<file path="src/rtl/dual_port_ram_resp.sv">
// Responder end of a dual-port RAM: one write port and one pipelined read port, with range/collision flags and saturating counters.
// Optional macro RAM_WR_BYPASS_EN: a same-address write/read returns the new write data instead of the old contents.
module dual_port_ram_resp #(
    parameter int DEPTH  = 16,
    parameter int DWIDTH = 8,
    parameter int AWIDTH = $clog2(DEPTH),
    parameter int RD_LAT = 1,
    parameter int CNT_W  = 16
) (
    input  logic              clk,
    input  logic              rst,
    input  logic              wr_enbl,
    input  logic [AWIDTH-1:0] wr_addr,
    input  logic [DWIDTH-1:0] wr_data,
    input  logic              rd_enbl,
    input  logic [AWIDTH-1:0] rd_addr,
    output logic [DWIDTH-1:0] rd_data,
    output logic              rd_valid,
    output logic              wr_err,
    output logic              rd_err,
    output logic              collision,
    output logic [CNT_W-1:0]  wr_cnt,
    output logic [CNT_W-1:0]  rd_cnt
);

    logic [DWIDTH-1:0] mem_q [DEPTH];
    logic [RD_LAT-1:0] vld_q, vld_d, err_q, err_d;
    logic [DWIDTH-1:0] dat_q [RD_LAT];
    logic [DWIDTH-1:0] dat_d [RD_LAT];
    logic [CNT_W-1:0]  wr_cnt_q, wr_cnt_d, rd_cnt_q, rd_cnt_d;
    logic              wr_err_q, coll_q;
    logic              wr_in_rng, rd_in_rng, wr_ok, rd_ok, coll;
    logic [DWIDTH-1:0] rd_word;

    assign wr_in_rng = 32'(wr_addr) < 32'(DEPTH);
    assign rd_in_rng = 32'(rd_addr) < 32'(DEPTH);
    assign wr_ok     = wr_enbl && wr_in_rng;
    assign rd_ok     = rd_enbl && rd_in_rng;
    assign coll      = wr_ok && rd_ok && (wr_addr == rd_addr);

    // Array is sampled at capture; out-of-range reads carry zero through the pipe.
    always_comb begin
        rd_word = '0;
        if (rd_ok) rd_word = mem_q[rd_addr];
`ifdef RAM_WR_BYPASS_EN
        if (coll) rd_word = wr_data;
`endif
    end

    always_comb begin
        vld_d[0] = rd_enbl;
        err_d[0] = rd_enbl && !rd_in_rng;
        dat_d[0] = rd_enbl ? rd_word : dat_q[0];
        for (int i = 1; i < RD_LAT; i++) begin
            vld_d[i] = vld_q[i-1];
            err_d[i] = err_q[i-1];
            dat_d[i] = vld_q[i-1] ? dat_q[i-1] : dat_q[i];
        end
    end

    always_comb begin
        wr_cnt_d = wr_cnt_q;
        rd_cnt_d = rd_cnt_q;
        if (wr_ok && !(&wr_cnt_q)) wr_cnt_d = wr_cnt_q + CNT_W'(1);
        if (vld_d[RD_LAT-1] && !(&rd_cnt_q)) rd_cnt_d = rd_cnt_q + CNT_W'(1);
    end

    always_ff @(posedge clk or negedge rst) begin
        if (!rst) begin
            for (int i = 0; i < DEPTH; i++) mem_q[i] <= '0;
        end else if (wr_ok) begin
            mem_q[wr_addr] <= wr_data;
        end
    end

    always_ff @(posedge clk or negedge rst) begin
        if (!rst) begin
            vld_q    <= '0;
            err_q    <= '0;
            for (int i = 0; i < RD_LAT; i++) dat_q[i] <= '0;
            wr_cnt_q <= '0;
            rd_cnt_q <= '0;
            wr_err_q <= 1'b0;
            coll_q   <= 1'b0;
        end else begin
            vld_q    <= vld_d;
            err_q    <= err_d;
            for (int i = 0; i < RD_LAT; i++) dat_q[i] <= dat_d[i];
            wr_cnt_q <= wr_cnt_d;
            rd_cnt_q <= rd_cnt_d;
            wr_err_q <= wr_enbl && !wr_in_rng;
            coll_q   <= coll;
        end
    end

    assign rd_data   = dat_q[RD_LAT-1];
    assign rd_valid  = vld_q[RD_LAT-1];
    assign rd_err    = err_q[RD_LAT-1];
    assign wr_err    = wr_err_q;
    assign collision = coll_q;
    assign wr_cnt    = wr_cnt_q;
    assign rd_cnt    = rd_cnt_q;

`ifndef SYNTHESIS
    // Unknown enables would silently act as idle in hardware; flag them in simulation.
    a_wr_enbl_known: assert property (@(posedge clk) disable iff (!rst) !$isunknown(wr_enbl));
    a_rd_enbl_known: assert property (@(posedge clk) disable iff (!rst) !$isunknown(rd_enbl));
`endif

endmodule

</file>
<file path="config.mk">
export PLATFORM = sky130hd
export DESIGN_NAME = dual_port_ram_resp
export DESIGN_NICKNAME = d
export VERILOG_FILES = /design/src/rtl/dual_port_ram_resp.sv
export SDC_FILE = /design/constraint.sdc
export NUM_CORES = 1
export LEC_CHECK = 0
export CAP_MARGIN = 0
export CORE_ASPECT_RATIO = 0.6
export CORE_UTILIZATION = 50
export DETAILED_ROUTE_END_ITERATION = 6
export PLACE_DENSITY_LB_ADDON = 0.3
export SETUP_SLACK_MARGIN = 0.1
export SYNTH_ARGS = -nofsm -noshare
export SYNTH_HDL_FRONTEND = slang
export SYNTH_SLANG_ARGS = --single-unit
export TNS_END_PERCENT = 20
</file>
<file path="constraint.sdc">
create_clock -name clk -period 2 [get_ports clk]
set_input_delay 0.4 -clock clk [delete_from_list [all_inputs] [get_ports clk]]
set_output_delay 0.4 -clock clk [all_outputs]
set_load 0.05 [all_outputs]
</file>
# Word-level counts from Yosys, hierarchy flattened
# Cells that the tools add are included.
[op_classes]
addsub = 2
magnitude_cmp = 3
eq_ne = 1
muxes = 6
n_bitwise = 2
reduce_logical = 9
[op_table]
columns = ["cell", "n"]
rows = [
  ["$bwmux 128", 1],
  ["$add 16x1->16 const B", 2],
  ["$bmux 8 s4", 1],
  ["$demux 8 s4", 1],
  ["$reduce_and 16->1", 2],
  ["$mux 8", 3],
  ["$ge 5x5->1 const B", 2],
  ["$not 4->5", 2],
  ["$logic_and 1x1->1", 5],
  ["$lt 5x1->1 const B", 1],
  ["$eq 4x4->1", 1],
  ["$logic_not 1->1", 2],
]
[word_totals]
register_bits = 170
in_bits = 20
out_inout_bits = 44
elab_cells = 44

# Logic depth before layout (Yosys ltp)
[logic_depth]
depth_word = 6
depth_mapped = 6
ltp_nobuf = 5

# Worst setup path after synthesis
# OpenSTA, ideal clock, no wires.
[synth_timing]
kind = "reg-to-reg"
start = "register wr_cnt_q[0], in the netlist wr_cnt[0]"
end = "register wr_cnt_q[1], in the netlist wr_cnt[1]"
setup_time_ps = 125
t_arrival_ps = 1986
required_time_ps = 1875
slack_ps = -110
stages_incl_launch_ff = 6
n_path_buf = 0
synth_period_minus_slack_ps = 2110
path_cell_list = "dfrtp_1 ha_1 and4_1 nand3_1 o21ai_1 mux2_2"
[synth_via]
elab_chain_cells = 3
word_cells_on_any_way = 4
classes_between = "add/sub (1); reduce/logical (3)"
[synth_rtl]
columns = ["item", "line_no", "source"]
rows = [
  ["from (decl)", "30", "logic [CNT_W-1:0] wr_cnt_q, wr_cnt_d, rd_cnt_q, rd_cnt_d;"],
  ["from (signal assigned)", "89", "wr_cnt_q <= wr_cnt_d;"],
  ["branches (longest 3 deep; another with $add 16x1->16)", "--", ""],
]
# Several ways; the timed one is not identified.
# A chain may end at the register's enable or synchronous reset.

==> impl_metrics.ini <==
[placement]
dp_cells = 817
gp_congestion = 0.825
dp_hpwl_um = 12200
io_buffers = 61

[global_route]
grt_remaining_overflow = 0
antenna_found_initial = 0
grt_usage_pct = 23.9
grt_start_max_net_pins = 53
grt_pass1_wl_um = 28900
grt_pass1_vias = 5130

[critical_path]
cp_slowest_cell = clkdlybuf4s50_1
cp.required_ps = 2300
critPathTopFamily = buffers and inverters
worstPathArrival_ps = 2140
end_kind = register
critPathMaxFanout = 8
startpoint_type = primary input
cp_slowest_stage_delay_ps = 630
crit_buf_inv = 2
crit_chain = clkdlybuf4s50_1 -> nor3b_2 -> and3_1 -> buf_12 -> mux2_2
crit_type = primary input to register

[layout]
final_util_pct = 63.1
fillers = 1128
final_layout_size_suffix_gt1_share_pct = 40.3
finalNonFillerCells = 853
nets = 659
area_growth_pct = 23.4
num_antenna_cells = 0

[power]
p_per_area_mw_per_mm2 = 1090
ir_drop_uv = 597
power_leakage_uw = 0.00427

[sta]
setup_viol = 0
max_slew.worst_pin.slew_ps = 623
hold_viol = 0
skew_ps = 9.37
rsz0062_at_grt = false
period_share_pct = 91.6
drv_slew = 0
tns_ps = 0
max_freq_mhz = 546
fin_crit_ps = 1830
relSlewSlack_pct = 58.3

[clock_tree]
numCtsBuffers = 17
cts_tree = yes
htree_levels = 4
clock_latency_ps = 420
cts.sinks = 170
root_buffer = clkbuf_16
clkSlewWorstSetupHoldPaths_ps = 60
clock_path_buffers = 2

[logic_synthesis]
yosys.area.top_type = dfrtp_1
yosysMostFrequentCell = dfrtp_1
synth-edff-count = 0
post_synth_instance_area_sq_mm = 0.00786
synth_common_cells = dfrtp_1 (170), mux2_2 (143), mux4_1 (19)
netlist.area_leader.share_pct = 54.1
synth-async-reset-ratio_pct = 100
netlist_top_cells_area = dfrtp_1 (54%), mux2_2 (20%), mux4_1 (6.4%), mux4_2 (3.7%), xnor2_1 (2.0%)
ys_seq_elements = 170
netlist_instances = 536
yosys_warnings = 0
ys.flop_type = dfrtp_1
ys_seq_area_share_pct = 54.1
avgSynthCellArea_sq_um = 14.7
ys_types = 40

[die]
chipWidth_um = 164
die_y_um = 99.1
initial_core_util_pct = 51.1
std_cell_rows = 35
io_pins = 64
die-area_sq_mm = 0.0162
core_area_sq_mm = 0.0154

[route]
highest_layer = met4
wirelength_um = 18100
num_vias = 5038
wl_met1_um = 9210
viasPerCell = 5.91
drtAntennaViolNets = 0
drt-pass1-iter-count = 4
first_iter_violations = 304
route.detailed.drc = 0
routedWlPerCell_um = 21.3
wl_met3_um = 773
route.met2.wl_um = 7990

[worst_hold_path]
min_path_type = primary input to async pin

[run_status]
status = completed

[run]
max_cap_viol_count = 0
-- routing by layer --
| layer | up-vias | GRT usage (%) |
|---|---|---|
| li1 | 2238 | - |
| met1 | 2655 | 36.8 |
| met2 | 133 | 34.6 |
| met3 | 12 | 4.46 |
| met4 | 0 | 7.05 |
| met5 | - | 0 |
-- repair_timing --
item,4_1_cts,5_1_grt
setup buffers,0,2
cloned,0,1
endpoints found under the setup margin,33,1
hold buffers,1,0
hold endpoints to repair,45,0
resized for setup,33,1
-- final cells by class --
type | instances | area, sq um | share of cell area (%)
sequential | 170 | 4260 | 43.9
multi-input combinational | 334 | 3430 | 35.4
timing repair buffer | 112 | 1150 | 11.9
clock buffer | 23 | 478 | 4.93
tap | 203 | 254 | 2.62
clock inverter | 9 | 114 | 1.17
inverter | 2 | 7.51 | 0.0774
-- power by group --
part / leakage, uW / switching, uW / total [uW] / internal, uW
logic: 0.00188 / 1300 / 2520 / 1220
clock network: 0.000280 / 1360 / 3310 / 1950
registers: 0.00211 / 540 / 4760 / 4220
-- state kept, by name, indices dropped and copies added (netlist names) --
name       cells
rd_data        8
wr_cnt        16
rd_valid       1
collision      1
mem_q        128
rd_cnt        16
-- placed cells by master, fill, tap and decap left out, types with 9 or more instances in the layout --
cell type and count:
mux4_1 19, nand2_1 15, o22ai_1 16, clkdlybuf4s50_1 17, xnor2_1 18, nand4_1 9
nor2_2 9, clkbuf_16 18, dlygate4sd2_1 33, buf_4 42, a21oi_1 9, mux4_2 13
buf_12 16, nand3_1 14, mux2_2 143, dfrtp_1 167
-- worst paths after layout --
kind / from / to / slack (ps) / cells after the start
max: wr_enbl / mem_q[97] / 170 / 5
max reg2reg: wr_cnt[0] / wr_cnt[14] / 220 / 6
min reg2reg: mem_q[63] / mem_q[63] / 500 / 1
min: rst / mem_q[38] / 500 / 2
max in group asynchronous: rst / mem_q[48] / 840 / 3
min in group clk: mem_q[63] / mem_q[63] / 500 / 1
-- cells by family (layout without fill, tap and decap cells) --
family / count (synthesis) / count (layout) / share of synthesized area (%)
AOI/OAI and AO/OA: 40 / 40 / 3.09
xor gates and xnor gates: 26 / 26 / 2.90
adders and majority gates: 2 / 2 / 0.318
buffers and inverters: 33 / 146 / 2.36
DFF: 170 / 170 / 54.1
muxes: 175 / 175 / 30.6
other: 1 / 2 / 0.0477
and+or+nand+nor: 89 / 89 / 6.59
-- worst register-to-register path, cell delays in order, from the launching register on --
cell and delay, ps:
dfrtp_2 410, ha_1 230, nand4_1 220, nor4_1 290
buf_4 160, nand3_1 80, mux2_2 270
-- per-stage QoR --
step           worst slack, ps  power, uW  hold WS (ps)  instance area, sq um
2_1_floorplan              106       6500           104                  7880
3_3_place_gp              -233       7280           375                  9090
3_5_place_dp              -248       7400           384                  9090
4_1_cts                    144      10600           501                  9650
5_1_grt                    108      11100           508                  9700
6_report                   167      10600           500                  9700
(Power assumes the default switching activity.)
